File: src/rtl/huffman_pkg.sv
// Shared types and the fixed prefix-code table for the Huffman encoder.
package huffman_pkg;

  localparam int NUM_SYMS = 8;
  localparam int MAX_LEN  = 7;
  localparam int LEN_W    = 3;
  localparam int IDX_W    = $clog2(NUM_SYMS);

  // Code bits are left-aligned: the first bit to send is bits[MAX_LEN-1].
  typedef struct packed {
    logic [LEN_W-1:0]   len;
    logic [MAX_LEN-1:0] bits;
  } code_t;

  localparam code_t CODE_TABLE [NUM_SYMS] = '{
    '{len: 3'd1, bits: 7'b0000000},
    '{len: 3'd2, bits: 7'b1000000},
    '{len: 3'd3, bits: 7'b1100000},
    '{len: 3'd4, bits: 7'b1110000},
    '{len: 3'd5, bits: 7'b1111000},
    '{len: 3'd6, bits: 7'b1111100},
    '{len: 3'd7, bits: 7'b1111110},
    '{len: 3'd7, bits: 7'b1111111}
  };

  typedef enum logic {
    IDLE  = 1'b0,
    SHIFT = 1'b1
  } state_e;

endpackage

File: src/rtl/huffman_code_rom.sv
// Combinational symbol -> prefix code lookup; hit=0 for symbols with no entry.
module huffman_code_rom
  import huffman_pkg::*;
#(
  parameter int SYM_W = 6
) (
  input  logic [SYM_W-1:0]   sym,
  output logic               hit,
  output logic [LEN_W-1:0]   len,
  output logic [MAX_LEN-1:0] bits
);

  // Out-of-range symbols return an all-zero entry with hit low.
  always_comb begin
    hit  = 1'b0;
    len  = '0;
    bits = '0;
    if (32'(sym) < 32'(NUM_SYMS)) begin
      hit  = 1'b1;
      len  = CODE_TABLE[sym[IDX_W-1:0]].len;
      bits = CODE_TABLE[sym[IDX_W-1:0]].bits;
    end
  end

endmodule

File: src/rtl/huffman_encoder.sv
// Serial Huffman encoder: one code bit per clock, MSB first, gapless between symbols.
module huffman_encoder #(
  parameter int SYM_W   = 6,
  parameter int MAX_LEN = 7,
  parameter int CNT_W   = 16
) (
  input  logic             clk,
  input  logic             rst,
  input  logic [SYM_W-1:0] sym,
  input  logic             sym_valid,
  output logic             sym_ready,
  output logic             e,
  output logic             e_valid,
  output logic             sym_err,
  output logic [CNT_W-1:0] bit_count
);
  import huffman_pkg::*;

  state_e             state_q;
  logic [MAX_LEN-1:0] sh_q;
  logic [LEN_W-1:0]   rem_q;
  logic               e_q;
  logic               ev_q;
  logic               err_q;
  logic [CNT_W-1:0]   cnt_q;

  logic               rom_hit;
  logic [LEN_W-1:0]   rom_len;
  logic [MAX_LEN-1:0] rom_bits;
  logic               xfer;

  huffman_code_rom #(.SYM_W(SYM_W)) u_rom (
    .sym  (sym),
    .hit  (rom_hit),
    .len  (rom_len),
    .bits (rom_bits)
  );

  // Ready whenever the line is free or carrying the final bit of a code.
  always_comb begin
    sym_ready = (state_q == IDLE) || (rem_q == '0);
    xfer      = sym_valid && sym_ready;
  end

  // Encoder FSM: load a code on transfer, shift it out, drop back to IDLE when starved.
  always_ff @(posedge clk or negedge rst) begin
    if (!rst) begin
      state_q <= IDLE;
      sh_q    <= '0;
      rem_q   <= '0;
      e_q     <= 1'b0;
      ev_q    <= 1'b0;
      err_q   <= 1'b0;
    end else begin
      err_q <= 1'b0;
      if (state_q == SHIFT && rem_q != '0) begin
        e_q   <= sh_q[MAX_LEN-1];
        sh_q  <= sh_q << 1;
        rem_q <= rem_q - 3'd1;
      end else if (xfer && rom_hit) begin
        state_q <= SHIFT;
        e_q     <= rom_bits[MAX_LEN-1];
        ev_q    <= 1'b1;
        sh_q    <= rom_bits << 1;
        rem_q   <= rom_len - 3'd1;
      end else begin
        // Starved, or an invalid symbol was taken: line goes quiet.
        state_q <= IDLE;
        e_q     <= 1'b0;
        ev_q    <= 1'b0;
        sh_q    <= '0;
        rem_q   <= '0;
        err_q   <= xfer;
      end
    end
  end

  // Count every bit that has been on the line for a full cycle; wraps naturally.
  always_ff @(posedge clk or negedge rst) begin
    if (!rst)      cnt_q <= '0;
    else if (ev_q) cnt_q <= cnt_q + 1'b1;
  end

  assign e         = e_q;
  assign e_valid   = ev_q;
  assign sym_err   = err_q;
  assign bit_count = cnt_q;

endmodule

File: config.mk
export PLATFORM = sky130hd
export DESIGN_NAME = huffman_encoder
export DESIGN_NICKNAME = d
export VERILOG_FILES = /design/src/rtl/huffman_pkg.sv /design/src/rtl/huffman_code_rom.sv /design/src/rtl/huffman_encoder.sv
export SDC_FILE = /design/constraint.sdc
export NUM_CORES = 1
export LEC_CHECK = 0
export ABC_AREA = 1
export BUFFER_PORTS_ARGS = -buffer_cell sky130_fd_sc_hd__buf_2
export CORE_MARGIN = 2
export CORE_UTILIZATION = 57
export DETAILED_ROUTE_END_ITERATION = 10
export PLACE_DENSITY = 0.82
export SLEW_MARGIN = 20
export SYNTH_ARGS = -nofsm -noshare
export SYNTH_HDL_FRONTEND = slang
export SYNTH_SLANG_ARGS = --single-unit
export TNS_END_PERCENT = 1
File: constraint.sdc
create_clock -name clk -period 4 [get_ports clk]
set_clock_uncertainty 0.15 [all_clocks]
set_input_delay 0.8 -clock clk [delete_from_list [all_inputs] [get_ports clk]]
set_output_delay 0.8 -clock clk [all_outputs]
set_load 0.02 [all_outputs]
# Word-level counts from Yosys, hierarchy flattened
# Memories as Yosys holds them, arrays and structs flattened.
# Cells that the tools add are included.
# Widths: inputs -> output; s select.
[word_totals] memories=1 output_inout_bits=20 in_bits=9 word_cells=34 reg_bits=29 latch_bits=0 mem_bits_ro=80 mem_bits_rw=0
[op_classes] n_addsub=3 n_mul=0 bitwise_logic=2 n_eq_ne=0 mux=14 n_div=0 shifts=0 n_reduce_logical=6 magnitude_cmp=2
[mem_list] memory="(no name shown)" words=8 width=10 rd=1 rd_clocked_by_memory_dff=0 wr=0 line="huffman_code_rom.sv:20" rtl="len = CODE_TABLE[sym[IDX_W-1:0]].len;"
[ops] cell="$mux 7" count=3
[ops] cell="$mux 10" count=2
[ops] cell="$add 16x1->16 const B" count=1
[ops] cell="$mux 3" count=3
[ops] cell="$lt 6x4->1 const B" count=1
[ops] cell="$mux 1" count=6
[ops] cell="$sub 3x1->3 const B" count=2
[ops] cell="$ge 4x4->1 const B" count=1
[ops] cell="$not 3->4" count=1
[ops] cell="$logic_and 1x1->1" count=3
[ops] cell="$logic_not 3->1" count=1
[ops] cell="$reduce_bool 3->1" count=1
[ops] cell="$logic_or 1x1->1" count=1
[ops] cell="$not 1->1" count=1

# Longest topological paths before layout
[depth] word_depth=8 mapped_depth=11

# Cells and area by module
# Synthesis repeated with hierarchy kept, for this count alone.
[hier_totals] cells_unflattened=187 area_unflattened_um2=1607.8
[by_module_without_submodules] module="huffman_encoder" n_inst=1 cells_per_inst=154 area_each_um2=1410.1
[by_module_without_submodules] module="huffman_code_rom" n_inst=1 cells_per_inst=33 area_each_um2=197.7

# Least setup slack after synthesis
# Ideal clock, no wire load.
[synth_path] path_type="in2reg" from="input port sym[5]" to="register rem_q[2]" required_ns=3.722 setup_slack_ns=1.974 arrival_time_ns=1.749 path_stages=6 cell_sequence="or2_1 > nor2_2 > o211ai_1 > ha_1 > xor2_1 > o22ai_1"
[synth_between] elab_chain_len=5 word_cells_on_any_way=7 cone_classes="add/sub: 1; order compare: 1; mux: 4; reduce/logical: 1"
[synth_lines] element="start, declared" line="huffman_encoder.sv:9" rtl="input logic [SYM_W-1:0] sym,"
[synth_lines] element="$lt 6x4->1 *" line="huffman_code_rom.sv:18" rtl="if (32'(sym) < 32'(NUM_SYMS)) begin"
[synth_lines] element="$mux 3 / $mux 1 (equally long branches)" line="huffman_code_rom.sv:18"
[synth_lines] element="$sub 3x1->3 / $logic_and 1x1->1 (equally long branches)" line="huffman_encoder.sv:65, huffman_encoder.sv:60"
[synth_lines] element="$mux 3 *" line="huffman_encoder.sv:60" rtl="end else if (xfer && rom_hit) begin"
[synth_lines] element="$mux 3 *" line="huffman_encoder.sv:56" rtl="if (state_q == SHIFT && rem_q != '0) begin"
[synth_lines] element="end signal, assigned" line="huffman_encoder.sv:59" rtl="rem_q <= rem_q - 3'd1;"
[synth_lines] element="end signal, assigned" line="huffman_encoder.sv:65" rtl="rem_q <= rom_len - 3'd1;"
[synth_lines] element="end, declared" line="huffman_encoder.sv:21" rtl="logic [LEN_W-1:0] rem_q;"
# Mark *: on every way between the ends. The rest lies on a longest branch, timed or not.
# A chain may end at the register's enable or synchronous reset.

# Worst setup path after layout
[layout_path] from="register rem_q[0]" to="output port sym_ready"
[layout_between] elab_chain_len=2
[layout_lines] element="$logic_not 3->1" line="huffman_encoder.sv:41" rtl="sym_ready = (state_q == IDLE) || (rem_q == '0);"
[layout_lines] element="$logic_or 1x1->1" line="huffman_encoder.sv:41"
[layout_lines] element="end, declared" line="huffman_encoder.sv:11" rtl="output logic sym_ready,"
# No other way between the ends.

==> metrics.yaml <==
critical_path:
  required_ns: 3.05
  r2r-end: "sh_q[3]$_DFF_PN0_"
  timing.critical_path.slowest_cell_delay_ns: 0.38
  start_kind: "flip-flop"
  reg2reg_from: "rem_q[0]$_DFF_PN0_"
  arrival_ns: 1.60
  critPathKind: "reg -> out"
  reg2reg_depth: 11
  rrSetupSlack_ns: 2.25
  cp_cell_sequence: "inv_1 -> ha_1 -> ha_1 -> nor2_8 -> inv_4 -> buf_2"
  crit_path_max_fanout: 8
  end_kind: "primary output"
  cp_common_cell: "ha_1"
  startpoint: "rem_q[0]$_DFF_PN0_"
  cp_slowest_cell: "dfrtp_1"
finish:
  final_cells: 209
  finalCoreUtilization_pct: 71.3
  area_growth_pct: 15.2
  diodes: 0
  final_common_cell: "nand2_1"
  fill_cells: 184
  mostFrequentLayoutCells: "32 x nand2_1, 28 x dfrtp_1, 28 x buf_2, 22 x inv_1, 9 x xor2_1"
  postLayoutCellArea_sq_mm: 0.00161
  seqCellArea_sq_um: 701
  multiInputGateArea_sq_um: 591
  finalNetCount: 198
  drive_gt1_share_pct: 28.2
yosys:
  synth_nets: 165
  avgSynthCellArea_sq_um: 9.36
  ys_ff_latch: 28
  seq_area_frac_synth_pct: 50.2
  syn_area_sq_mm: 0.00140
  yosysUniqueCellTypes: 25
  synth_cells: 149
  yosysWarningCount: 0
sta:
  relSlewSlack_pct: 59.6
  period_share_pct: 63.8
  finalWorstSetupSlack_ns: 1.45
  grt_setup_unrepaired: "false"
  setup_viol: 0
  slew_viol_final: 0
  worst_pin_slew_ns: 0.606
  hold_viol: 0
  finalSetupTns_ns: 0
  holdWs_ns: 0.306
  fmaxAchievable_mhz: 392
  fin_crit_ns: 2.55
floorplan:
  io_pins: 29
  die_area_sq_mm: 0.00286
  dieWidth_um: 53.5
  fp.dieH_um: 53.5
  initial_utilization_pct: 61.9
  rows: 17
  core_area_sq_mm: 0.00225
placed_design:
  placed_cells: 205
  portBuffers: 28
  preCtsSetupSlack_ns: 1.77
  globalplace.congestion: 0.819
  placed_cell_area_sq_mm: 0.00157
  hpwl_um: 1880
drt:
  viasPerCell: 4.91
  drc: 0
  dr.pass1.iters: 4
  vias: 1026
  drt-total-wl_um: 2370
  drt_iter0_drc: 13
  ant_nets: 0
  wl_per_cell_um: 11.4
clock_network:
  htreeDepth: 1
  cts_resized: 0
  clk-insertion-delay-late_ns: 0.33
  postCtsSetupBuffers: 0
  cts_tree: "built"
  cts.clk_slew.worst_paths_ns: 0.14
  clk_path_buf_depth: 2
  clock-sinks: 28
  cts_buffers: 3
  cts_root_buf: "clkbuf_4"
  cts_hold_buf: 0
power:
  power_density_mw_per_mm2: 356
  peakVddDrop_uv: 336
  power.total_mw: 0.572
  p_leak_nw: 0.906
grt:
  grt_pass1_wl_um: 4460
  use_met3_pct: 5.93
  gr-total-overflow: 0
  grt_start_max_net_pins: 29
  first_global_vias: 1063
  grt_use_total_pct: 21.9
  antenna_found_initial: 0
  grt.busiest_layer: "met2"
  met1_usage_pct: 25.0
  use_met2_pct: 38.3
flow_run:
  max_cap_viol_count: 0
outcome:
  status: "finished clean"
worst_hold_path:
  hold_class: "in -> async"
[logic make-up after synthesis]
family | Yosys count | share of synthesized area [%]
DFF | 28 | 50.2
AOI/OAI and AO/OA | 9 | 3.68
adders and majority gates | 7 | 6.28
xor gates and xnor gates | 13 | 8.16
and+or+nand+nor | 65 | 24.2
buffers and inverters | 27 | 7.44
[layout make-up]
| class | count | share of cell area, % |
|---|---|---|
| inverter | 27 | 6.46 |
| multi-input combinational | 94 | 36.8 |
| clock buffer | 4 | 2.26 |
| sequential | 28 | 43.6 |
| tap | 28 | 2.18 |
| timing repair buffer | 28 | 8.72 |
[layer usage]
layer,wire length [um],up-vias
met1,985,477
met2,1210,24
li1,-,518
met3,132,7
met5,0,-
met4,45,0
[power breakdown]
group	internal, mW	switching (mW)
Clock	0.0558	0.0793
Combinational	0.0402	0.0695
Sequential	0.305	0.0221
Total	0.401	0.171
[registers in the layout (all words and copies together), names as in the netlist]
name / flops
bit_count: 16
sh_q: 6
rem_q: 3
e: 1
e_valid: 1
sym_err: 1
[worst max-delay path: cells and delay by family, from the launching register on]
kind                     cells  cell delay [ns]
AND/OR/NAND/NOR              1             0.18
flip-flops                   1             0.38
adder cells (fa/ha/maj)      2             0.43
buffers and inverters        3             0.28
[cells in the mapped netlist, drive strengths merged]
| master | instances | area (sq um) |
|---|---|---|
| inv | 27 | 104 |
| nand3b | 1 | 7.51 |
| dfrtp | 28 | 701 |
| o22ai | 3 | 18.8 |
| a21oi | 1 | 5.00 |
| nor2 | 15 | 100 |
| nand2 | 36 | 150 |
| o211ai | 1 | 7.51 |
| xnor2 | 4 | 35.0 |
| o21ai | 4 | 20.0 |
| xor2 | 9 | 78.8 |
| nor3 | 2 | 10.0 |
| or2 | 2 | 12.5 |
| nand3 | 9 | 57.6 |
| ha | 7 | 87.6 |
[worst max-delay path by stage]
stage | to | depth (start not counted)
after floorplan | rem_q[2]$_DFF_PN0_ | 6
after global placement | sym_ready | 6
after detailed placement | rem_q[2]$_DFF_PN0_ | 8
after CTS | sym_ready | 6
after global routing | sym_ready | 6
final | sym_ready | 6
Power figures use the tool's default switching activity.
